$ cat src/rtl/tone_pkg.sv
// Shared state encoding, default field widths and command record for the tone sequencer.
package tone_pkg;

  localparam int HP_W_DEF  = 20;
  localparam int DUR_W_DEF = 16;
  localparam int VOL_W     = 10;

  typedef enum logic [1:0] {
    IDLE,
    LOAD,
    PLAY,
    GAP
  } seq_state_t;

  typedef struct packed {
    logic [HP_W_DEF-1:0]  hp;
    logic [DUR_W_DEF-1:0] dur;
    logic [VOL_W-1:0]     vol;
  } tone_cmd_t;

endpackage

$ cat src/rtl/tone_cmd_fifo.sv
// Small synchronous FIFO holding queued note commands.
// Latency: a pushed entry is visible at head the cycle after the push.
// Backpressure: pushes are ignored when full, pops when empty; flush wins over both.
module tone_cmd_fifo
  import tone_pkg::*;
#(
  parameter type T     = tone_cmd_t,
  parameter int  DEPTH = 4,
  localparam int AW    = $clog2(DEPTH),
  localparam int CW    = AW + 1
) (
  input  logic          clk,
  input  logic          reset,
  input  logic          push,
  input  T              push_data,
  input  logic          pop,
  input  logic          flush,
  output T              head,
  output logic [CW-1:0] count,
  output logic          empty,
  output logic          full
);

  T              mem [DEPTH];
  logic [AW-1:0] wr_ptr;
  logic [AW-1:0] rd_ptr;
  logic          do_push;
  logic          do_pop;

  assign empty   = (count == '0);
  assign full    = (count == CW'(DEPTH));
  assign do_push = push && !full && !flush;
  assign do_pop  = pop && !empty && !flush;
  assign head    = mem[rd_ptr];

  always_ff @(posedge clk or posedge reset) begin
    if (reset) begin
      wr_ptr <= '0;
      rd_ptr <= '0;
      count  <= '0;
    end else if (flush) begin
      wr_ptr <= '0;
      rd_ptr <= '0;
      count  <= '0;
    end else begin
      if (do_push) wr_ptr <= wr_ptr + AW'(1);
      if (do_pop)  rd_ptr <= rd_ptr + AW'(1);
      if (do_push && !do_pop)      count <= count + CW'(1);
      else if (do_pop && !do_push) count <= count - CW'(1);
    end
  end

  // Storage needs no reset; only entries between the pointers are ever read.
  always_ff @(posedge clk) begin
    if (do_push) mem[wr_ptr] <= push_data;
  end

endmodule

$ cat src/rtl/tone_sequencer.sv
// Plays queued notes as a square-wave duty envelope with a silent gap between notes.
// Latency: IDLE and LOAD take one cycle each; outputs are registered one cycle behind state.
// Backpressure: cmd_ready drops when the FIFO is full or while stop is asserted.
module tone_sequencer
  import tone_pkg::*;
#(
  parameter int  TICK_CYCLES = 100000,
  parameter int  GAP_TICKS   = 10,
  parameter int  FIFO_DEPTH  = 4,
  parameter int  HP_W        = HP_W_DEF,
  parameter int  DUR_W       = DUR_W_DEF,
  localparam int CW          = $clog2(FIFO_DEPTH) + 1
) (
  input  logic             clk,
  input  logic             reset,
  input  logic             cmd_valid,
  output logic             cmd_ready,
  input  logic [HP_W-1:0]  cmd_half_period,
  input  logic [DUR_W-1:0] cmd_duration,
  input  logic [VOL_W-1:0] cmd_volume,
  input  logic             stop,
  output logic [VOL_W-1:0] duty_cycle,
  output logic             audio_enable,
  output logic             busy,
  output logic             note_done,
  output logic [CW-1:0]    fifo_count
);

  localparam int            PW        = (TICK_CYCLES > 1) ? $clog2(TICK_CYCLES) : 1;
  localparam logic [PW-1:0] TICK_LAST = PW'(TICK_CYCLES - 1);
  localparam logic [31:0]   GAP_LAST  = (GAP_TICKS > 0) ? 32'(GAP_TICKS - 1) : 32'd0;

  typedef struct packed {
    logic [HP_W-1:0]  hp;
    logic [DUR_W-1:0] dur;
    logic [VOL_W-1:0] vol;
  } note_t;

  seq_state_t       state;
  seq_state_t       state_nxt;
  note_t            cmd_in;
  note_t            head;
  logic             fifo_empty;
  logic             fifo_full;
  logic             push;
  logic             pop;

  logic [HP_W-1:0]  hp_q;
  logic [DUR_W-1:0] dur_q;
  logic [VOL_W-1:0] vol_q;
  logic [PW-1:0]    presc;
  logic [DUR_W-1:0] tick_cnt;
  logic [HP_W-1:0]  half_cnt;
  logic             phase;

  logic             tick_end;
  logic             play_last;
  logic             gap_last;
  logic             half_end;
  logic [VOL_W-1:0] duty_d;
  logic             audio_d;
  logic             done_d;
  logic             busy_d;

  assign cmd_in.hp  = cmd_half_period;
  assign cmd_in.dur = cmd_duration;
  assign cmd_in.vol = cmd_volume;

  assign cmd_ready = !fifo_full && !stop;
  assign push      = cmd_valid && cmd_ready;
  assign pop       = (state == LOAD) && !stop;

  tone_cmd_fifo #(
    .T     (note_t),
    .DEPTH (FIFO_DEPTH)
  ) u_fifo (
    .clk       (clk),
    .reset     (reset),
    .push      (push),
    .push_data (cmd_in),
    .pop       (pop),
    .flush     (stop),
    .head      (head),
    .count     (fifo_count),
    .empty     (fifo_empty),
    .full      (fifo_full)
  );

  // Tick counter compares against dur-1 so a full-scale duration never wraps it.
  assign tick_end  = (presc == TICK_LAST);
  assign play_last = (state == PLAY) && tick_end && (tick_cnt == dur_q - DUR_W'(1));
  assign gap_last  = (state == GAP) && tick_end && (32'(tick_cnt) == GAP_LAST);
  assign half_end  = (half_cnt == hp_q - HP_W'(1));

  always_ff @(posedge clk or posedge reset) begin
    if (reset) begin
      state        <= IDLE;
      duty_cycle   <= '0;
      audio_enable <= 1'b0;
      note_done    <= 1'b0;
      busy         <= 1'b0;
    end else begin
      state        <= state_nxt;
      duty_cycle   <= duty_d;
      audio_enable <= audio_d;
      note_done    <= done_d;
      busy         <= busy_d;
    end
  end

  always_comb begin
    state_nxt = state;
    if (stop) begin
      state_nxt = IDLE;
    end else begin
      case (state)
        IDLE:    if (!fifo_empty) state_nxt = LOAD;
        LOAD:    state_nxt = (head.dur == '0) ? IDLE : PLAY;
        PLAY:    if (play_last) state_nxt = (GAP_TICKS == 0) ? IDLE : GAP;
        GAP:     if (gap_last) state_nxt = IDLE;
        default: state_nxt = IDLE;
      endcase
    end
  end

  always_comb begin
    audio_d = (state == PLAY) && (hp_q != '0);
    duty_d  = (audio_d && phase) ? vol_q : '0;
    done_d  = !stop && (play_last || ((state == LOAD) && (head.dur == '0)));
    busy_d  = (state != IDLE) || !fifo_empty;
  end

  always_ff @(posedge clk or posedge reset) begin
    if (reset) begin
      hp_q     <= '0;
      dur_q    <= '0;
      vol_q    <= '0;
      presc    <= '0;
      tick_cnt <= '0;
      half_cnt <= '0;
      phase    <= 1'b1;
    end else if (stop || (state == IDLE)) begin
      presc    <= '0;
      tick_cnt <= '0;
      half_cnt <= '0;
      phase    <= 1'b1;
    end else if (state == LOAD) begin
      hp_q     <= head.hp;
      dur_q    <= head.dur;
      vol_q    <= head.vol;
      presc    <= '0;
      tick_cnt <= '0;
      half_cnt <= '0;
      phase    <= 1'b1;
    end else begin
      // PLAY and GAP share the prescaler; the tick counter restarts at each boundary.
      if (tick_end) begin
        presc    <= '0;
        tick_cnt <= (play_last || gap_last) ? '0 : tick_cnt + DUR_W'(1);
      end else begin
        presc <= presc + PW'(1);
      end
      if ((state == PLAY) && (hp_q != '0)) begin
        if (half_end) begin
          half_cnt <= '0;
          phase    <= !phase;
        end else begin
          half_cnt <= half_cnt + HP_W'(1);
        end
      end
    end
  end

endmodule

$ cat config.mk
export PLATFORM = sky130hd
export DESIGN_NAME = tone_sequencer
export DESIGN_NICKNAME = d
export VERILOG_FILES = /design/src/rtl/tone_pkg.sv /design/src/rtl/tone_cmd_fifo.sv /design/src/rtl/tone_sequencer.sv
export SDC_FILE = /design/constraint.sdc
export NUM_CORES = 1
export LEC_CHECK = 0
export ABC_CLOCK_PERIOD_IN_PS = 3900
export BUFFER_PORTS_ARGS = -buffer_cell sky130_fd_sc_hd__buf_2
export CORE_MARGIN = 2
export CORE_UTILIZATION = 30
export CTS_CLUSTER_DIAMETER = 120
export DETAILED_ROUTE_END_ITERATION = 7
export PLACE_DENSITY_LB_ADDON = 0.15
export REMOVE_ABC_BUFFERS = 1
export SYNTH_ARGS = -nofsm -noshare
export SYNTH_HDL_FRONTEND = slang
export SYNTH_SLANG_ARGS = --single-unit
$ cat constraint.sdc
create_clock -name clk -period 3.9 [get_ports clk]
set_input_delay 0.39 -clock clk [delete_from_list [all_inputs] [get_ports clk]]
set_output_delay 0.39 -clock clk [all_outputs]
set_load 0.05 [all_outputs]
# ---- Word-level counts from Yosys, hierarchy flattened
# Memories as Yosys holds them, arrays and structs flattened.
# Cells that the tools add are included.
dict set report word_totals {
  register_bits 122
  latch_bits 0
  mem_bits_rw 184
  romBits 0
  in_bits 50
  word_cells 109
  mem_count 1
}
dict set report op_classes {
  add_sub_neg 9
  mul 0
  n_div 0
  magnitude_cmp 0
  n_eq_ne 11
  shift 0
  n_mux 31
  bitwise 1
  reduce_logical 41
}
# name depth width rd rd_ports_with_merged_regs wr line
set mem_list {}
lappend mem_list {u_fifo.mem 4 46 1 0 1 tone_cmd_fifo.sv:24} ;# T mem [DEPTH];
# op count
set ops {}
lappend ops {{2-to-1 mux 20 bit} 4}
lappend ops {{2-to-1 mux 16 bit} 4}
lappend ops {{2-to-1 mux 17 bit} 3}
lappend ops {{adder 20 x 1 -> 20 bit, second input constant} 1}
lappend ops {{equality test 20 bit} 1}
lappend ops {{nonzero test 20 bit} 1}
lappend ops {{subtractor 20 x 1 -> 20 bit, second input constant} 1}
lappend ops {{2-to-1 mux 2 bit} 9}
lappend ops {{adder 17 x 1 -> 17 bit, second input constant} 1}
lappend ops {{equality test 17 bit, second input constant} 1}
lappend ops {{logical AND 1 bit} 17}
lappend ops {{adder 16 x 1 -> 16 bit, second input constant} 1}
lappend ops {{equality test 16 bit} 1}
lappend ops {{equality test 16 x 4 -> 1 bit, second input constant} 1}
lappend ops {{logical NOT 16 bit} 1}
lappend ops {{subtractor 16 x 1 -> 16 bit, second input constant} 1}
lappend ops {{nonzero test 3 bit} 4}
lappend ops {{2-to-1 mux 10 bit} 1}
lappend ops {{2-to-1 mux 3 bit} 3}
lappend ops {{inequality test 3 bit, second input constant} 3}
lappend ops {{one-hot mux 2 bit (4 select lines)} 1}
lappend ops {{logical NOT 1 bit} 6}
lappend ops {{2-to-1 mux 1 bit} 6}
lappend ops {{nonzero test 2 bit} 3}
lappend ops {{other kinds (12)} 18}

# ---- Logic depth before layout (Yosys ltp)
# Gate-level depths: netlist (run 1).
dict set report depth {
  ltp_word 11
  mapped_depth 12
}

# ---- By module
# A second synthesis (run 1) with hierarchy kept.
dict set report hier_totals {
  hier_cells 988
  hier_area_um2 13700.6
}
# mod n_inst cells_per_inst area_per_inst_um2 seq_area_each_um2
set modules_own_cells {}
lappend modules_own_cells {tone_cmd_fifo 1 302 7201.9 5700.5}
lappend modules_own_cells {tone_sequencer 1 686 6498.7 2879.0}

# ---- Least setup slack after synthesis (run 1)
# No wires, ideal clock.
dict set report synth_path {
  kind {reg2reg}
  start {register u_fifo.count[0]}
  end {memory u_fifo.mem[0][0] in the netlist's numbering, enable pin}
  arrival_ns 3.204
  t_required_ns 3.492
  slack_ns 0.288
  stages_incl_launch_ff 4
  path_buffers 0
  cell_sequence {dfrtp_1 -> inv_1 -> a31oi_1 -> and3_1}
}
dict set report synth_between {
  elab_chain_len 8
}
# element line
set synth_lines {}
lappend synth_lines {{start: declaration} tone_cmd_fifo.sv:19} ;# output logic [CW-1:0] count,
lappend synth_lines {{start signal: assignment} tone_cmd_fifo.sv:48} ;# if (do_push && !do_pop) count <= count + CW'(1);
lappend synth_lines {{start signal: assignment} tone_cmd_fifo.sv:49} ;# else if (do_pop && !do_push) count <= count - CW'(1);
lappend synth_lines {{equality test 3 bit} tone_cmd_fifo.sv:31} ;# assign full = (count == CW'(DEPTH));
lappend synth_lines {{logical NOT 1 bit} tone_sequencer.sv:69} ;# assign cmd_ready = !fifo_full && !stop;
lappend synth_lines {{logical AND 1 bit} tone_sequencer.sv:69}
lappend synth_lines {{via cmd_ready} tone_sequencer.sv:17} ;# output logic cmd_ready,
lappend synth_lines {{logical AND 1 bit} tone_sequencer.sv:70} ;# assign push = cmd_valid && cmd_ready;
lappend synth_lines {{logical AND 1 bit (2 in a row)} tone_cmd_fifo.sv:32} ;# assign do_push = push && !full && !flush;
lappend synth_lines {{2-to-1 mux 1 bit} tone_cmd_fifo.sv:55} ;# if (do_push) mem[wr_ptr] <= push_data;
lappend synth_lines {{2-to-1 mux 1 bit (implied by the code)} tone_cmd_fifo.sv:55}
lappend synth_lines {{end: declaration} tone_cmd_fifo.sv:24}
# The timed path passes the listed nets, and every way through them passes these cells.

# ---- Final worst setup path (run 1)
dict set report layout_path {
  start {register dur_q[0]}
  end {register tick_cnt[13]}
}
dict set report layout_between {
  elab_chain_len 8
}
# element line
set layout_lines {}
lappend layout_lines {{start: declaration} tone_sequencer.sv:49} ;# logic [DUR_W-1:0] dur_q;
lappend layout_lines {{start signal: assignment} tone_sequencer.sv:149} ;# dur_q <= head.dur;
lappend layout_lines {{subtractor 16 x 1 -> 16 bit} tone_sequencer.sv:91} ;# assign play_last = (state == PLAY) && tick_end && (tick_cnt == dur_q - DUR_W'(1));
lappend layout_lines {{equality test 16 bit} tone_sequencer.sv:91}
lappend layout_lines {{logical AND 1 bit} tone_sequencer.sv:91}
lappend layout_lines {{logical OR 1 bit} tone_sequencer.sv:159} ;# tick_cnt <= (play_last || gap_last) ? '0 : tick_cnt + DUR_W'(1);
lappend layout_lines {{2-to-1 mux 16 bit} tone_sequencer.sv:159}
lappend layout_lines {{2-to-1 mux 16 bit} tone_sequencer.sv:157} ;# if (tick_end) begin
lappend layout_lines {{2-to-1 mux 16 bit} tone_sequencer.sv:147} ;# end else if (state == LOAD) begin
lappend layout_lines {{2-to-1 mux 16 bit} tone_sequencer.sv:142} ;# end else if (stop || (state == IDLE)) begin
lappend layout_lines {{end signal: assignment} tone_sequencer.sv:159}
lappend layout_lines {{end: declaration} tone_sequencer.sv:52} ;# logic [DUR_W-1:0] tick_cnt;
# No other way between the ends. The select of a mux whose other input is x is not followed.
# A chain may end at the register's enable or synchronous reset.

==> results of run 1 <==
==> cell type report <==
| cell class | instances | area [µm²] | area share |
|---|---|---|---|
| Multi-Input combinational cell | 656 | 4610 | 0.293 |
| Antenna cell | 2 | 5.00 | 0.000318 |
| Clock buffer | 49 | 1000 | 0.0636 |
| Inverter | 17 | 66.3 | 0.00421 |
| Timing Repair Buffer | 89 | 556 | 0.0353 |
| Clock inverter | 18 | 181 | 0.0115 |
| Sequential cell | 306 | 8580 | 0.545 |
| Tap cell | 592 | 741 | 0.0470 |
==> power groups by stage <==
stage / clock [mW] / combinational [mW] / sequential [mW]
after floorplan: 0 / 1.44 / 4.34
after global placement: 0 / 2.21 / 4.30
after detailed placement: 0 / 2.21 / 4.30
after CTS: 3.49 / 2.22 / 4.24
after global routing: 3.62 / 2.44 / 4.30
final: 3.37 / 2.18 / 4.23
==> cells in the mapped netlist (6+ instances only) <==
cell and number:
edfxtp_1 184, nand2_1 178, dfrtp_1 121, nor2_1 81, mux4_2 46, xnor2_1 46, xor2_1 35, clkbuf_1 32
nand3_1 31, nor3_1 28, and3_1 25, nand4_1 18, inv_1 17, o21ai_0 17, nor4_1 14, a21oi_1 13
ha_1 10, mux2i_1 10, buf_1 9, nor2b_1 8, a221o_1 7, and2_1 7, or3_1 6, or4_1 6
==> state kept, by name, summed over array words and instances, names as in the netlist, 2 cells and up <==
signal,cells
u_fifo.mem,184
state,2
dur_q,16
vol_q,10
presc,17
u_fifo.rd_ptr,2
tick_cnt,16
u_fifo.count,3
u_fifo.wr_ptr,2
hp_q,20
duty_cycle,10
half_cnt,20
==> cell families (layout without fill, tap and decap cells) <==
kind of cell / Yosys count / count (layout) / synth area share
buffers and inverters: 67 / 173 / 0.0231
and+or+nand+nor: 433 / 433 / 0.153
DFF: 306 / 306 / 0.636
other: 0 / 2 / 0
muxes: 59 / 59 / 0.0867
AOI/OAI and AO/OA: 72 / 72 / 0.0380
xor gates and xnor gates: 81 / 81 / 0.0526
adders and majority gates: 11 / 11 / 0.0108
==> layer usage <==
| metal | wire length (µm) | track usage | up-vias | share of wire |
|---|---|---|---|---|
| met1 | 15000 | 0.195 | 4102 | 0.47 |
| li1 | - | - | 3921 | - |
| met2 | 14300 | 0.218 | 140 | 0.45 |
| met4 | 1060 | 0.0607 | 4 | 0.033 |
| met5 | 30 | 0 | - | 0.00094 |
| met3 | 1450 | 0.0275 | 61 | 0.046 |
==> worst max path at each step <==
stage | end | cells past startpoint | startpoint | slack, ns
after floorplan | audio_enable | 1 | reset | 0.27
after global placement | tick_cnt[9] | 8 | dur_q[0] | 0.86
after detailed placement | tick_cnt[11] | 8 | dur_q[0] | 0.81
after CTS | tick_cnt[4] | 8 | dur_q[0] | 0.80
after global routing | half_cnt[9] | 10 | hp_q[2] | 0.65
final | tick_cnt[13] | 8 | dur_q[0] | 0.80
==> impl_metrics.toml, run 1 <==
[finish]
final_util = 0.355
fin_cells = 1729
fin_area_um2 = 15700
area_delta_synth_final_pct = 16.7
drive_above_1_share = 0.191
finish.net_count = 1168
final_cell_mix = "184 x edfxtp_1, 178 x nand2_1, 119 x dfrtp_1"
fillers = 4374
final_common_cell = "edfxtp_1"

[route]
drc = 0
drt-initial-drc-count = 424
antenna_left = 0
drt-pass1-iter-count = 5
avgRoutedWirePerCell_um = 18.4
wl_mm = 31.9
routed_via_density = 4.76
routed-via-count = 8228

[placed_design]
dp_slack_ns = 0.813
place.port_buffers = 66
hpwl_mm = 20.4
gp_congestion = 0.745
placed_cells = 1659
dpl_cell_area_um2 = 14500

[sta]
worst_pin_slew_ns = 0.706
worst_slack_ns = 0.804
finalClockSkew_ns = 0.0171
drv_slew = 0
fin_crit_ns = 3.10
rsz0062_at_grt = "no"
setup-violations-final = 0
fin_tns_setup_ns = 0
finalHoldViolCount = 0
fmax_mhz = 323
fin_crit_sh = 0.794
holdWs_ns = 0.0640
relSlewSlack = 0.529

[global_routing]
grt_usage = 0.141
grt_pass1_wl_mm = 51.2
globalRouteOverflowTotal = 0
antenna_found_initial = 4
grt_max_degree = 54
grt_pass1_vias = 8564

[yosys]
syn_area_per_cell_um2 = 13.1
yosysTopAreaCellShare = 0.409
synth_edf_count = 184
synth-seq-cells = 306
yosysWarningCount = 0
synth_area_um2 = 13500
synth_largest_area_cell = "edfxtp_1"
synthCells = 1029
ys_seq_area_frac = 0.636
synth_cell_types = 70
async_reset_ff_frac = 0.399
ys_top_cells_by_area = "edfxtp_1 41%, dfrtp_1 22%, mux4_2 7.7%"
yosys_most_used_dff = "edfxtp_1"

[power_and_ir_drop]
power_mw = 9.78
switching_power_mw = 3.03
sequentialPowerShare = 0.433
switching_share = 0.310
p_int_mw = 6.75
pwr-share-clk = 0.344
leakagePower_nw = 5.90
combPwrFrac = 0.223
pwr_density_cell_nw_per_um2 = 621
ir_drop_v = 0.000452

[critical_path]
cp_max_fo = 13
cp-start-kind = "register"
path_cells = "or3_4 > a211o_1 > or3_1 > or4_1 > nor4b_2 > and4b_4 > nor2_4 > a221o_1"
r2r_cells = 8
critPathKind = "register to register"
endpoint_kind = "register"
critPathTopFamily = "simple AND/OR/NAND/NOR gates"
slowest_delay_ns = 0.42
required_ns = 4.32
rrSetupSlack_ns = 0.80
reg2reg_to = "tick_cnt[13]"
r2r_start = "dur_q[0]"
cp_num_buf_inv = 0
arrival_ns = 3.51
crit_slowest_cell = "or3_4"

[hold_path]
min_to = "u_fifo.mem[3][36]"
whs_path_depth = 1
min_path_type = "primary input to register"
min_from = "cmd_half_period[10]"

[cts]
postCtsResizedCells = 0
htreeDepth = 2
root_buffer = "clkbuf_16"
worstSkewPairLatency_ns = 0.54
cts_made_buffers = 37
clk_path_buf_depth = 3
cts_sinks = 306
cts_hold_buf = 1
cts_tree = "done"
clk_pin_slew_ns = 0.06
post_cts_buffers = 0

[floorplanning]
io_pins = 67
rows = 77
die-area_um2 = 46700
initial_core_util = 0.304
core_area_um2 = 44300
fp.dieH_um = 216
die_x_um = 216

[job]
drv_cap = 0

[status]
outcome = "finished, final reports clean"
(Power assumes the default switching activity.)
==> inputs of run 2 (changes only) <==
Settings changed: ABC_CLOCK_PERIOD_IN_PS 3900 to 2850.
Clock period 3.9 ns to 2.85 ns, I/O delays scaled along.
==> run 2 against run 1 <==
Against the previous run:
- routed wire length grew 3.2%
- largest cell class unchanged
- the run now ends with negative setup slack left
- die area unchanged
- sequential cell count did not move
- clock skew down 0.0072 ns
- worst hold slack improved by 0.085 ns
- highest routed layer is now met4
- sequential share of layout area fell by 3.4 points
- fmax grew 6.7%
- core utilization up 2.4 points
- critical path depth up 1
- worst setup slack got worse by 0.86 ns
- first-iteration DRC count increased by 22%
==> impl_metrics.toml, run 2 (synthesis gave the netlist of run 1 again) <==
[status]
outcome = "finished with violations"
failed_checks = "negative setup slack"

[sta]
relSlewSlack = 0.572
fin_crit_sh = 1.02
finalHoldViolCount = 0
worst_slack_ns = -0.0520
drv_slew = 0
rsz0062_at_grt = "yes"
fin_crit_ns = 2.90
finalClockSkew_ns = 0.00995
fmax_mhz = 345
fin_tns_setup_ns = -0.265
setup-violations-final = 9
worst_pin_slew_ns = 0.642

[route]
drt-pass1-iter-count = 4
antenna_left = 0
drt-initial-drc-count = 518
avgRoutedWirePerCell_um = 18.0
drc = 0
routed-via-count = 8648
wl_mm = 32.9
routed_via_density = 4.73

[cts]
clk_path_buf_depth = 3
cts_made_buffers = 35
cts_tree = "done"
clk_pin_slew_ns = 0.06
htreeDepth = 2
root_buffer = "clkbuf_16"
cts_sinks = 306
worstSkewPairLatency_ns = 0.54

[finish]
final_common_cell = "edfxtp_1"
finish.net_count = 1272
reg_top3 = "u_fifo.mem: 184 flops, half_cnt: 20 flops, hp_q: 20 flops"
fin_cells = 1830
antenna-diode-count = 0
largest_reg_flops = 184
multi_input_area_um2 = 4660
drive_above_1_share = 0.229
largest_register = "u_fifo.mem"
area_delta_synth_final_pct = 24.5
seqCellArea_um2 = 8580
final_cell_mix = "184 x edfxtp_1, 178 x nand2_1, 119 x dfrtp_1"
fillers = 4319

[power_and_ir_drop]
leakagePower_nw = 6.43
ir_drop_v = 0.000451
pwr_density_cell_nw_per_um2 = 822

[floorplanning]
fp.dieH_um = 216
io_pins = 67
die-area_um2 = 46700
rows = 77
core_area_um2 = 44300
initial_core_util = 0.304
die_x_um = 216

[global_routing]
globalRouteOverflowTotal = 0
busiest_layer = "met2"
grt_max_degree = 51
grt_pass1_wl_mm = 52.7
grt_pass1_vias = 9011
grt_use_met1 = 0.206
antenna_found_initial = 1
grt_util_met3 = 0.0253
grtUsageMet2 = 0.225
grt_usage = 0.145

[critical_path]
rrSetupSlack_ns = -0.05
cp_max_fo = 5
crit_slowest_cell = "or4_4"
cp-start-kind = "register"
path_cells = "or3_4 > a211o_1 > or3_1 > or4_4 > nor4b_4 > and4b_4 > buf_6 > nor3_2 > a221o_1"
cp_num_buf_inv = 1
critPathKind = "register to register"
critPathTopFamily = "simple AND/OR/NAND/NOR gates"
required_ns = 3.27
endpoint_kind = "register"
slowest_delay_ns = 0.43
arrival_ns = 3.32

[placed_design]
hpwl_mm = 21.5
gp_congestion = 0.778
placed_cells = 1713
place.port_buffers = 66

[job]
drv_cap = 0

[hold_path]
min_path_type = "primary input to register"
run 2: changes by cell type in the layout (fill, tap and decap cells not counted), sizes merged:
cell,previous run,this run
buf,88,148
bufinv,3,4
clkbuf,49,44
clkinv,11,14
diode,2,0
dlygate4sd3,1,47
inv,20,18
run 2: power by group:
| group | switching (mW) | internal, mW |
|---|---|---|
| combinational | 2.01 | 1.61 |
| clock | 1.81 | 2.71 |
| sequential | 0.419 | 5.24 |
| total | 4.24 | 9.56 |
run 2: cell type report:
class | count | area share
inverter | 17 | 0.00395
tap | 592 | 0.0441
multi-input combinational | 656 | 0.278
clock buffer | 44 | 0.0560
sequential | 306 | 0.511
clock inverter | 20 | 0.0126
timing repair buffer | 195 | 0.0945
run 2: per-stage QoR:
| step | total power [mW] | utilization | hold slack (ns) | setup slack (ns) | instance area, µm² |
|---|---|---|---|---|---|
| final | 13.8 | 0.379 | 0.149 | -0.0520 | 16800 |
| after global routing | 14.6 | 0.379 | 0.144 | -0.156 | 16800 |
| after CTS | 14.0 | 0.378 | 0.117 | -0.0324 | 16700 |
| after detailed placement | 9.30 | 0.340 | 0.405 | -0.164 | 15100 |
| after global placement | 9.29 | 0.340 | 0.396 | -0.158 | 15100 |
| after floorplan | 7.92 | - | 0.351 | -0.762 | 13200 |
run 2: path summary, 6_finish.rpt:
check | startpoint | to | depth (start not counted)
min | cmd_valid | u_fifo.wr_ptr[0] | 3
max reg2reg | dur_q[1] | tick_cnt[13] | 9
min in group asynchronous | reset | presc[12] | 3
max in group asynchronous | reset | hp_q[11] | 4
min reg2reg | vol_q[0] | vol_q[0] | 2
max | dur_q[1] | tick_cnt[13] | 9
run 2: routing by layer:
metal  up-vias  share of wire
met5         -              0
met4         0          0.023
met3        40          0.038
met2       165           0.45
met1      4331           0.49
li1       4112              -
run 2: worst register-to-register path, cell delays in order (launching register included):
cell     delay [ns]
dfrtp_1        0.38
or3_4          0.39
a211o_1        0.28
or3_1          0.31
or4_4          0.43
nor4b_4        0.21
and4b_4        0.33
buf_6          0.15
nor3_2         0.05
a221o_1        0.26
run 2: what timing repair did:
| item | in CTS | in global routing |
|---|---|---|
| hold buffers | 47 | 0 |
| gates resized for setup | 4 | 16 |
| pin swaps | 5 | 6 |
| setup endpoints to repair | 32 | 37 |
| setup buffers | 4 | 2 |
| endpoints found under the hold margin | 221 | 0 |
